<file path="src/rtl/velocity_table_sequencer.sv">
// Builds an 8-entry juggling velocity table: vy from a multiply, vx from one
// shared-divider request per throw height, with a per-request watchdog.
module velocity_table_sequencer #(
    parameter int g       = 12,
    parameter int s       = 20,
    parameter int TIMEOUT = 64
) (
    input  logic        clk_in,
    input  logic        rst_in,
    input  logic        start_in,
    input  logic [10:0] distance_in,
    input  logic [14:0] frame_per_beat_in,
    output logic [31:0] div_dividend_out,
    output logic [31:0] div_divisor_out,
    output logic        div_valid_out,
    input  logic [31:0] div_quotient_in,
    input  logic        div_valid_in,
    input  logic        div_error_in,
    output logic [10:0] vx_out [7:0],
    output logic [20:0] vy_out [7:0],
    output logic        table_valid_out,
    output logic        busy_out,
    output logic        error_out
);

    localparam logic [1:0] IDLE  = 2'd0;
    localparam logic [1:0] ISSUE = 2'd1;
    localparam logic [1:0] WAIT  = 2'd2;
    localparam logic [1:0] DONE  = 2'd3;
    localparam int CW = $clog2(TIMEOUT + 1);

    logic [1:0]    state_reg;
    logic [2:0]    p_reg;
    logic [10:0]   dist_reg;
    logic [14:0]   fpb_reg;
    logic          error_reg;
    logic          stale_reg;
    logic [CW-1:0] wait_cnt_reg;
    logic [10:0]   vx_reg [1:7];
    logic [20:0]   vy_reg [1:7];

    logic [17:0] divisor_w;
    logic [31:0] dividend_w;
    logic [31:0] vy_prod_w;
    logic [20:0] vy_calc_w;
    logic [10:0] quot_sat_w;
    logic [10:0] vx_wdata_w;
    logic        start_ok_w;
    logic        in_issue_w;
    logic        div_zero_w;
    logic        result_hit_w;
    logic        timeout_hit_w;
    logic        vx_we_w;

    assign divisor_w  = 18'(p_reg) * 18'(fpb_reg);
    assign dividend_w = p_reg[0] ? {21'd0, dist_reg} : 32'(2 * s);
    assign vy_prod_w  = 32'(g) * {14'd0, divisor_w};
    assign vy_calc_w  = (p_reg == 3'd2) ? 21'd0 : vy_prod_w[21:1];
    assign quot_sat_w = (div_quotient_in > 32'd2047) ? 11'd2047 : div_quotient_in[10:0];

    assign start_ok_w = start_in && (state_reg == IDLE || state_reg == DONE);
    assign in_issue_w = (state_reg == ISSUE);
    assign div_zero_w = (divisor_w == 18'd0);
    // A result arriving while a timed-out request is still outstanding belongs to that request.
    assign result_hit_w  = (state_reg == WAIT) && div_valid_in && !stale_reg;
    assign timeout_hit_w = (state_reg == WAIT) && !result_hit_w && (wait_cnt_reg == CW'(TIMEOUT - 1));
    assign vx_we_w       = (in_issue_w && div_zero_w) || result_hit_w || timeout_hit_w;
    assign vx_wdata_w    = (result_hit_w && !div_error_in) ? quot_sat_w : 11'd0;

    assign div_valid_out    = in_issue_w && !div_zero_w;
    assign div_dividend_out = div_valid_out ? dividend_w : 32'd0;
    assign div_divisor_out  = div_valid_out ? {14'd0, divisor_w} : 32'd0;
    assign table_valid_out  = (state_reg == DONE);
    assign busy_out         = in_issue_w || (state_reg == WAIT);
    assign error_out        = error_reg;

    always_ff @(posedge clk_in or posedge rst_in) begin
        if (rst_in) begin
            state_reg    <= IDLE;
            p_reg        <= 3'd1;
            dist_reg     <= '0;
            fpb_reg      <= '0;
            error_reg    <= 1'b0;
            stale_reg    <= 1'b0;
            wait_cnt_reg <= '0;
        end else begin
            if (div_valid_in && stale_reg)
                stale_reg <= 1'b0;
            case (state_reg)
                IDLE, DONE: begin
                    if (start_in) begin
                        dist_reg  <= distance_in;
                        fpb_reg   <= frame_per_beat_in;
                        error_reg <= 1'b0;
                        stale_reg <= 1'b0;
                        p_reg     <= 3'd1;
                        state_reg <= ISSUE;
                    end
                end
                ISSUE: begin
                    wait_cnt_reg <= '0;
                    if (div_zero_w)
                        error_reg <= 1'b1;
                    else
                        state_reg <= WAIT;
                end
                default: begin
                    if (result_hit_w) begin
                        if (div_error_in)
                            error_reg <= 1'b1;
                    end else if (timeout_hit_w) begin
                        error_reg <= 1'b1;
                        stale_reg <= 1'b1;
                    end else begin
                        wait_cnt_reg <= wait_cnt_reg + 1'b1;
                    end
                end
            endcase
            if (vx_we_w) begin
                if (p_reg == 3'd7) begin
                    state_reg <= DONE;
                end else begin
                    p_reg     <= p_reg + 3'd1;
                    state_reg <= ISSUE;
                end
            end
        end
    end

    genvar gi;
    generate
        for (gi = 1; gi < 8; gi++) begin : g_entry
            always_ff @(posedge clk_in or posedge rst_in) begin
                if (rst_in) begin
                    vx_reg[gi] <= '0;
                    vy_reg[gi] <= '0;
                end else if (start_ok_w) begin
                    vx_reg[gi] <= '0;
                    vy_reg[gi] <= '0;
                end else begin
                    if (in_issue_w && p_reg == 3'(gi))
                        vy_reg[gi] <= vy_calc_w;
                    if (vx_we_w && p_reg == 3'(gi))
                        vx_reg[gi] <= vx_wdata_w;
                end
            end
            assign vx_out[gi] = vx_reg[gi];
            assign vy_out[gi] = vy_reg[gi];
        end
    endgenerate

    assign vx_out[0] = '0;
    assign vy_out[0] = '0;

endmodule
</file>
<file path="config.mk">
export PLATFORM = sky130hd
export DESIGN_NAME = velocity_table_sequencer
export DESIGN_NICKNAME = d
export VERILOG_FILES = /design/src/rtl/velocity_table_sequencer.sv
export SDC_FILE = /design/constraint.sdc
export NUM_CORES = 1
export LEC_CHECK = 0
export ABC_CLOCK_PERIOD_IN_PS = 17990
export BUFFER_PORTS_ARGS = -buffer_cell sky130_fd_sc_hd__buf_2
export CORE_MARGIN = 8
export CORE_UTILIZATION = 25
export CTS_CLUSTER_SIZE = 20
export DETAILED_ROUTE_END_ITERATION = 7
export SYNTH_ARGS = -nofsm -noshare
export SYNTH_HDL_FRONTEND = slang
export SYNTH_SLANG_ARGS = --single-unit
export TNS_END_PERCENT = 50
</file>
<file path="constraint.sdc">
create_clock -name clk_in -period 17.99 [get_ports clk_in]
set_input_delay 3.598 -clock clk_in [delete_from_list [all_inputs] [get_ports clk_in]]
set_output_delay 3.598 -clock clk_in [all_outputs]
set_load 0.01 [all_outputs]
</file>
==> impl_metrics.toml, run 1 <==
[run_status]
status = "complete, no violations"

[worst_setup_path]
critPathLaunchType = "flip-flop"
path_max_fanout = 31
crit_path_end_kind = "output pin"
crit_type = "reg -> out"
worstPathRequired_ns = 14.39
critPathArrivalTime_ns = 6.29

[sta]
finalCritPeriodShare_pct = 55.0
final.setup.tns_ns = 0
setup_viol_count_final = 0
finalCriticalPeriod_ns = 9.89
tightestPinTransition_ns = 1.26
rsz0062_at_grt = "no"
fin_ws_ns = 8.10
fmax_mhz = 101
finalClockSkew_ns = 0.0159
hold_slack_ns = 0.472
hold_viol_final = 0
maxSlewHeadroom_pct = 15.8
slew_viol_final = 0

[synth]
synth.top_cell.area_share_pct = 49.8
ys.flop_type = "dfrtp_1"
synth_compound_gate_area_share_pct = 15.1
synth.area.mux_share_pct = 0.0778
postSynth.asyncResetShare_pct = 100
avgSynthCellArea_um2 = 9.23
synth_top_family_by_area = "simple AND/OR/NAND/NOR gates"
synth_area_leaders = "dfrtp_1, nand2_1, o21ai_0"
synth-seq-area-share_pct = 50.0
yosys.area.top_type = "dfrtp_1"
synthSimpleGateAreaFrac_pct = 17.5
ys_ff_latch = 257
ys_types = 77
syn_inst = 1394
synth-edff-count = 0
yosys_warnings = 0
syn_area_um2 = 12900
yosys-top-cells-count = "nand2_1, dfrtp_1, o21ai_0, buf_4, nand3_1"
synth.most_common_cell = "nand2_1"
synthAdderAreaFrac_pct = 7.17
synth_xor_area_share_pct = 1.89

[route]
vias = 10700
finalWirelength_mm = 43.0
drc = 0
vias_per_cell = 4.48
antenna_left = 0
dr.pass1.iters = 5
drt_iter0_drc = 607
wire_per_inst_um = 18.0

[grt]
grt_max_degree = 123
grt_usage_pct = 14.1
grt_pass1_vias = 11100
grt_pass1_wl_mm = 66.8
antenna_found_initial = 8
gr-total-overflow = 0

[clock_network]
ctsHtreeMaxLevel = 1
cts_resized = 0
cts_buffer_depth = 3
cts_root_buffer = "clkbuf_16"
clk_pin_slew_worst_paths_ns = 0.06
cts_hold_buffers = 0
cts_num_sinks = 257
cts_tree = "yes"
numCtsBuffers = 31
post_cts_buffers = 0
insertion_delay_ns = 0.59

[finish]
fin_util_pct = 31.1
fin_nets = 1809
synthToLayoutAreaGrowth_pct = 23.5
largest_reg_flops = 140
nFillCells = 5422
multi_input_area_um2 = 5670
drive_gt1_share_pct = 24.6
fin_cells = 2386
regArea_um2 = 6430
stdcell_area_um2 = 15900

[floorplan]
start_util_pct = 25.2
die_h_um = 243
coreArea_um2 = 51100
die_w_um = 243
num_rows = 83
dieArea_um2 = 59000
ios = 387

[placement]
portBuffers = 312
post-place-ws_ns = 8.65
dp_cells = 2329
postPlaceCellArea_um2 = 14800
gp_congestion = 0.826
place_hpwl_mm = 32.5

[power]
power_leakage_nw = 8.37
totalPowerFinal_mw = 3.24
power_density_nw_per_um2 = 204
ir_worst_vdd_mv = 0.133

[job]
max_cap_viol_count = 0

[hold_path]
hp-class = "reg -> reg"
## metal layers
layer | vias up | GRT usage (%) | share of wire, %
met4 | 12 | 4.83 | 3.3
met2 | 307 | 23.6 | 48
met3 | 79 | 3.47 | 6.2
met5 | - | 0 | 0.18
li1 | 5103 | - | -
met1 | 5179 | 17.4 | 43
## power by group
part           internal, mW  switching, mW
sequential            0.703         0.0915
clock                 0.387          0.265
combinational         0.555           1.24
## path summary, 6_finish.rpt
check                           cells after the start  slack, ns                   end  startpoint
worst min register to register                      2       0.47            vy_out[22]  vy_out[22]
worst max register to register                     23      11.65            vx_out[83]    p_reg[0]
max in group asynchronous                           3      13.29            vx_out[49]      rst_in
worst min-delay path                                2       0.47            vy_out[22]  vy_out[22]
worst max-delay path                               24       8.10  div_dividend_out[10]    p_reg[0]
min in group asynchronous                           2       3.18            vy_out[54]      rst_in
## layout make-up
class | count | area share [%]
multi-input cells | 1009 | 35.7
repair buffers | 323 | 10.3
inverters | 60 | 1.46
clock buffers | 37 | 5.21
flip-flops and latches | 257 | 40.5
clock inverters | 18 | 1.41
diodes | 2 | 0.0315
well taps | 680 | 5.35
## critical path, stage by stage (launching register included)
cell       delay (ns)
dfstp_2          0.88
nand2_1          0.15
fa_1             0.45
inv_1            0.07
ha_1             0.18
inv_1            0.06
fa_1             0.40
nand2b_1         0.19
a21oi_2          0.24
o2111ai_1        0.28
a21oi_2          0.33
o21a_1           0.14
o21ai_0          0.07
nand2b_1         0.07
a21oi_1          0.07
xor2_1           0.32
ha_1             0.20
and4_1           0.18
nand3_1          0.07
nor4_1           0.43
nand3_1          0.21
nand2_1          0.14
inv_1            0.19
and3_1           0.25
buf_2            0.13
## placed cells by master (no fill, tap or decap), types with 38 or more instances in the layout
cell	netlist	layout
o21ai_0	189	188
nand3_1	73	73
ha_1	49	49
inv_1	60	59
nand2_1	292	291
conb_1	1	74
nor2_1	52	52
dfrtp_1	256	256
a21oi_1	41	38
buf_2	2	312
## logic make-up after synthesis
family,count (synthesis)
and+or+nand+nor,510
AOI/OAI and AO/OA,333
DFF,257
buffers and inverters,201
adders and majority gates,65
xor gates and xnor gates,26
other,1
muxes,1
No activity file was read; power rests on OpenSTA's default activity.
==> run 2: changes to the inputs <==
--- a/config.mk
+++ b/config.mk
@@ -5,7 +5,8 @@
 export SDC_FILE = /design/constraint.sdc
 export NUM_CORES = 1
 export LEC_CHECK = 0
-export ABC_CLOCK_PERIOD_IN_PS = 17990
+export ABC_AREA = 1
+export ABC_CLOCK_PERIOD_IN_PS = 8900
 export BUFFER_PORTS_ARGS = -buffer_cell sky130_fd_sc_hd__buf_2
 export CORE_MARGIN = 8
 export CORE_UTILIZATION = 25
==> constraint.sdc (replaced) <==
create_clock -name clk_in -period 8.9 [get_ports clk_in]
set_input_delay 1.78 -clock clk_in [delete_from_list [all_inputs] [get_ports clk_in]]
set_output_delay 1.78 -clock clk_in [all_outputs]
set_load 0.01 [all_outputs]
==> run 2 against run 1 <==
Compared with the run above:
- critical endpoint is now div_divisor_out[16]
- wire length increased by 5.0%
- hold slack worse by 0.0014 ns
- core utilization is 0.43 points lower
- register-to-register slack worse by 8.5 ns
- sequential power grew 130%
- count of clock-buffer cells in the layout is 5 higher
- worst setup slack got worse by 6.8 ns
- global-route usage decreased by 0.070 points
- combinational power rose by 120%
- die area grew 4.2%
==> impl_metrics.toml, run 2 <==
[worst_setup_path]
worst-path-stages = 23
crit_path_end_kind = "output pin"
cp.buffers_inverters = 4
critPathArrivalTime_ns = 5.85
r2r-end = "vx_out[50]"
cp_slowest_cell = "nand2_1"
worstPathRequired_ns = 7.12
critPathTopFamily = "simple AND/OR/NAND/NOR gates"
critPathLaunchType = "flip-flop"
worstRegToRegCells = 26
timing.rr.start = "p_reg[2]"
path_max_fanout = 29
reg2reg_slack_ns = 3.11
worstPathCellList = "nand2_1, fa_1, inv_1, ha_1, inv_1, fa_1, inv_1, nand3_1, nand2_1, nand3_1, nand3_2, a21oi_1, o21bai_1, xor2_1, ha_1, nand4_1, nor2_1, nand2_1, nor2_2, nand2_1, nand2_1, nor2_1, buf_2"
cp_common_cell = "nand2_1"
crit_type = "reg -> out"
crit_start = "p_reg[2]"
max_stage_delay_ns = 0.82
crit_path_end = "div_divisor_out[16]"

[finish]
final_common_cell = "nand2_1"
layout_common_cells = "nand2_1, buf_2, dfrtp_1"
largest_reg_flops = 140
fin_nets = 2091
antennaDiodeCount = 0
nFillCells = 5800
drive_gt1_share_pct = 19.6
synthToLayoutAreaGrowth_pct = 22.0
fin_util_pct = 30.7

[clock_network]
ctsHtreeMaxLevel = 1
cts_hold_buffers = 0
cts_tree = "yes"
insertion_delay_ns = 0.58
cts_num_sinks = 257
cts_buffer_depth = 3
cts_root_buffer = "clkbuf_16"
numCtsBuffers = 30
cts_resized = 0
post_cts_buffers = 0
clk_pin_slew_worst_paths_ns = 0.06

[synth]
ys_types = 45
synth_top_family_by_area = "simple AND/OR/NAND/NOR gates"
postSynth.asyncResetShare_pct = 100
yosys_warnings = 0
synth_area_leaders = "dfrtp_1, nand2_1, nand3_1"
syn_area_um2 = 13500
synth-seq-area-share_pct = 47.8
synth_xor_area_share_pct = 0.967
synthAdderAreaFrac_pct = 6.79
synth.area.mux_share_pct = 0
ys.flop_type = "dfrtp_1"
yosys-top-cells-count = "nand2_1, dfrtp_1, inv_1, nand3_1, nor2_1"
ys_ff_latch = 257
synth.top_cell.area_share_pct = 47.6
avgSynthCellArea_um2 = 7.99
synth.most_common_cell = "nand2_1"
yosys.area.top_type = "dfrtp_1"
synth_compound_gate_area_share_pct = 5.85
synthSimpleGateAreaFrac_pct = 27.6
synth-edff-count = 0
syn_inst = 1683

[placement]
place_hpwl_mm = 33.8
gp_congestion = 0.825
portBuffers = 312
post-place-ws_ns = 1.83

[route]
dr.pass1.iters = 7
drc = 0
wire_per_inst_um = 16.8
finalWirelength_mm = 45.1
antenna_left = 0
vias_per_cell = 4.39
vias = 11800
drt_iter0_drc = 682

[sta]
maxSlewHeadroom_pct = 24.1
fmax_mhz = 131
hold_viol_final = 0
fin_ws_ns = 1.27
setup_viol_count_final = 0
finalCritPeriodShare_pct = 85.7
finalCriticalPeriod_ns = 7.63
rsz0062_at_grt = "no"
final.setup.tns_ns = 0
finalClockSkew_ns = 0.0194
slew_viol_final = 0
tightestPinTransition_ns = 1.14

[floorplan]
num_rows = 85
die_h_um = 248
die_w_um = 248
dieArea_um2 = 61500
start_util_pct = 25.1
coreArea_um2 = 53500
ios = 387

[grt]
antenna_found_initial = 1
grt_usage_pct = 14.0
grt_pass1_vias = 11600
gr-total-overflow = 0
grt_pass1_wl_mm = 67.8
grt_max_degree = 132

[power]
combPwrFrac_pct = 55.6
power_density_nw_per_um2 = 431
ir_worst_vdd_mv = 0.231
internal_power_mw = 3.48
power_leakage_nw = 9.43
clkPwrFrac_pct = 18.4
seqPwrFrac_pct = 26.0
power_switching_mw = 3.59
p_sw_share_pct = 50.7

[run_status]
status = "complete, no violations"

[hold_path]
hp-class = "reg -> reg"

[job]
max_cap_viol_count = 0
-- run 2: logic make-up (layout without fill, tap and decap cells) --
group | after synthesis | count (layout)
AOI/OAI and AO/OA | 148 | 148
xor gates and xnor gates | 14 | 14
adders and majority gates | 64 | 64
buffers and inverters | 299 | 531
DFF | 257 | 257
other | 1 | 74
and+or+nand+nor | 900 | 900
-- run 2: how the worst min path moves through the flow --
stage,from,endpoint,slack (ns),cells past startpoint
2_1_floorplan,dist_reg[0],dist_reg[0],0.45,2
3_3_place_gp,vx_out[50],vx_out[50],0.45,2
3_5_place_dp,vx_out[46],vx_out[46],0.46,2
4_1_cts,vx_out[46],vx_out[46],0.47,2
5_1_grt,vx_out[49],vx_out[49],0.49,2
6_report,vx_out[25],vx_out[25],0.47,2
-- run 2: cell type report --
cell class	instances	area, µm²	share of cell area [%]
multi-input cells	1200	5840	35.6
flip-flops and latches	257	6430	39.2
well taps	696	871	5.31
inverters	157	599	3.65
clock buffers	42	867	5.29
repair buffers	318	1620	9.87
clock inverters	14	176	1.08
-- run 2: through the flow --
| step | instance area (µm²) | cells | total power, mW | hold WS (ns) |
|---|---|---|---|---|
| 6_report | 16400 | 2684 | 7.07 | 0.471 |
| 5_1_grt | 16400 | 2684 | 7.72 | 0.492 |
| 4_1_cts | 16400 | 2684 | 7.16 | 0.472 |
| 3_5_place_dp | 15400 | 2628 | 5.82 | 0.457 |
| 3_3_place_gp | 15400 | 2628 | 5.73 | 0.454 |
| 2_1_floorplan | 13700 | 1756 | 4.35 | 0.449 |
-- run 2: power by group through the flow --
stage          registers (mW)  logic [mW]  clock network, mW
3_5_place_dp             1.86        3.96                  0
6_report                 1.84        3.93               1.30
5_1_grt                  1.88        4.45               1.39
3_3_place_gp             1.84        3.89                  0
2_1_floorplan            1.91        2.44                  0
4_1_cts                  1.84        3.98               1.34
-- run 2: layer usage --
| metal | share of wire, % | GRT usage [%] |
|---|---|---|
| met2 | 46 | 22.4 |
| met5 | 0 | 0 |
| met3 | 7.1 | 2.88 |
| met4 | 3.0 | 4.62 |
| met1 | 44 | 18.7 |
-- run 2: tightest hold or removal path: cells and delay by family (launching register included) --
kind	cells	cell delay, ns
flip-flops	1	0.34
AND/OR/NAND/NOR	2	0.10
==> run 3: changes to the inputs <==
--- a/config.mk
+++ b/config.mk
@@ -9,9 +9,10 @@
 export ABC_CLOCK_PERIOD_IN_PS = 8900
 export BUFFER_PORTS_ARGS = -buffer_cell sky130_fd_sc_hd__buf_2
 export CORE_MARGIN = 8
-export CORE_UTILIZATION = 25
+export CORE_UTILIZATION = 39
 export CTS_CLUSTER_SIZE = 20
 export DETAILED_ROUTE_END_ITERATION = 7
+export PLACE_DENSITY = 0.65
 export SYNTH_ARGS = -nofsm -noshare
 export SYNTH_HDL_FRONTEND = slang
 export SYNTH_SLANG_ARGS = --single-unit
==> run 3 against run 2 <==
Compared with the run above:
- sequential cell count stayed put
- core utilization is 16 points higher
- power is 5.4% lower
- largest power group unchanged
- design area is 3.2% lower
- register-to-register slack better by 0.05 ns
- clock skew is 0.0023 ns higher
- critical path type unchanged
- combinational power is 4% lower
- hold slack hardly changed
- critical path depth stayed put
- via count is 1.6% lower
- first-iteration DRC count is 0.29% higher
- non-clock buffer count is 2 higher
==> impl_metrics.toml, run 3 (synthesis gave the netlist of run 2 again) <==
[finish]
drive_gt1_share_pct = 19.2
final_common_cell = "nand2_1"
antennaDiodeCount = 0
stdcell_area_um2 = 15900
fin_nets = 2090
synthToLayoutAreaGrowth_pct = 18.1
largest_reg_flops = 140
layout_common_cells = "nand2_1, buf_2, dfrtp_1"

[sta]
hold_viol_final = 0
fmax_mhz = 135
setup_viol_count_final = 0
slew_viol_final = 0
finalClockSkew_ns = 0.0217
hold_slack_ns = 0.471
tightestPinTransition_ns = 1.17
fin_ws_ns = 1.49
finalCriticalPeriod_ns = 7.41
rsz0062_at_grt = "no"
finalCritPeriodShare_pct = 83.2
maxSlewHeadroom_pct = 22.1
final.setup.tns_ns = 0

[floorplan]
die_w_um = 202
die_h_um = 202
num_rows = 68
ios = 387
start_util_pct = 39.2
dieArea_um2 = 40700
coreArea_um2 = 34300

[clock_network]
post_cts_buffers = 0
cts_resized = 0
insertion_delay_ns = 0.56
clk_pin_slew_worst_paths_ns = 0.06
numCtsBuffers = 27
ctsHtreeMaxLevel = 1
cts_buffer_depth = 3
cts_tree = "yes"
cts_root_buffer = "clkbuf_16"
cts_num_sinks = 257
cts_hold_buffers = 0

[route]
drt_iter0_drc = 684
dr.pass1.iters = 5
finalWirelength_mm = 40.4
antenna_left = 0
vias_per_cell = 4.77
vias = 11600
wire_per_inst_um = 16.6
drc = 0

[hold_path]
holdPathStages = 2
hp-start = "vx_out[54]"
hp-class = "reg -> reg"
hold-path-endpoint = "vx_out[54]"

[grt]
gr-total-overflow = 0
grt_max_degree = 121
grt_pass1_wl_mm = 63.4
grt_usage_pct = 19.1
grt_pass1_vias = 11400
antenna_found_initial = 0

[worst_setup_path]
timing.rr.start = "p_reg[2]"
r2r-end = "vx_out[76]"
crit_type = "reg -> out"
critPathArrivalTime_ns = 5.63
path_max_fanout = 29
critPathLaunchType = "flip-flop"
crit_path_end_kind = "output pin"
max_stage_delay_ns = 0.79
worstRegToRegCells = 26
worstPathCellList = "nand2_1, fa_1, inv_1, ha_1, inv_1, fa_1, inv_1, nand3_1, nand2_1, nand3_1, nand3_2, a21oi_1, o21bai_1, xor2_1, ha_1, nand4_1, nor2_1, nand2_1, nor2_2, nand2_1, nand2_1, nor2_1, buf_2"
reg2reg_slack_ns = 3.16
cp_common_cell = "nand2_1"
worstPathRequired_ns = 7.12
cp_slowest_cell = "dfrtp_1"

[placement]
post-place-ws_ns = 2.08
place_hpwl_mm = 30.2
gp_congestion = 0.805
postPlaceCellArea_um2 = 15100
portBuffers = 312

[power]
ir_worst_vdd_mv = 0.227
power_density_nw_per_um2 = 421
totalPowerFinal_mw = 6.69
power_leakage_nw = 9.32

[run_status]
status = "complete, no violations"

[job]
max_cap_viol_count = 0
[run 3: worst max-delay path by stage]
stage              from                  end  slack, ns  depth (start not counted)
2_1_floorplan    rst_in          dist_reg[0]       0.05                          1
3_3_place_gp   p_reg[2]        div_valid_out       2.31                         23
3_5_place_dp   p_reg[2]  div_dividend_out[6]       2.08                         23
4_1_cts        p_reg[2]  div_dividend_out[6]       1.45                         23
5_1_grt        p_reg[2]  div_dividend_out[7]       0.99                         23
6_report       p_reg[2]  div_dividend_out[5]       1.49                         23
[run 3: where the power goes]
| part | switching, mW | internal, mW |
|---|---|---|
| combinational | 2.65 | 1.12 |
| sequential | 0.270 | 1.57 |
| clock | 0.460 | 0.611 |
| total | 3.38 | 3.30 |
[run 3: per-layer routing]
metal  track usage (%)  routed length, µm  up-vias
li1                  -                  -     5716
met1              25.1              17900     5445
met2              31.0              18700      386
met3              4.41               2750       57
met4              5.71               1030        0
met5                 0                  0        -
[run 3: worst max-delay path, delay by kind of cell, from the launching register on]
| kind | cells | cell delay, ns |
|---|---|---|
| adders and majority gates | 4 | 1.32 |
| DFF | 1 | 0.79 |
| AOI/OAI and AO/OA | 2 | 0.23 |
| xor gates and xnor gates | 1 | 0.31 |
| buffers and inverters | 4 | 0.41 |
| and+or+nand+nor | 12 | 2.01 |
[run 3: area by class of cell]
type | instances | area [µm²]
Fill cell | 3447 | 18400
Sequential cell | 257 | 6430
Multi-Input combinational cell | 1200 | 5830
Timing Repair Buffer | 320 | 1620
Clock buffer | 36 | 739
Inverter | 157 | 599
Tap cell | 455 | 569
Clock inverter | 8 | 88.8
[run 3: through the flow]
| step | util (%) | instances |
|---|---|---|
| after detailed placement | 43.9 | 2389 |
| final | 46.3 | 2433 |
| after global placement | 43.9 | 2389 |
| after global routing | 46.3 | 2433 |
| after CTS | 46.3 | 2433 |
| after floorplan | - | 1756 |
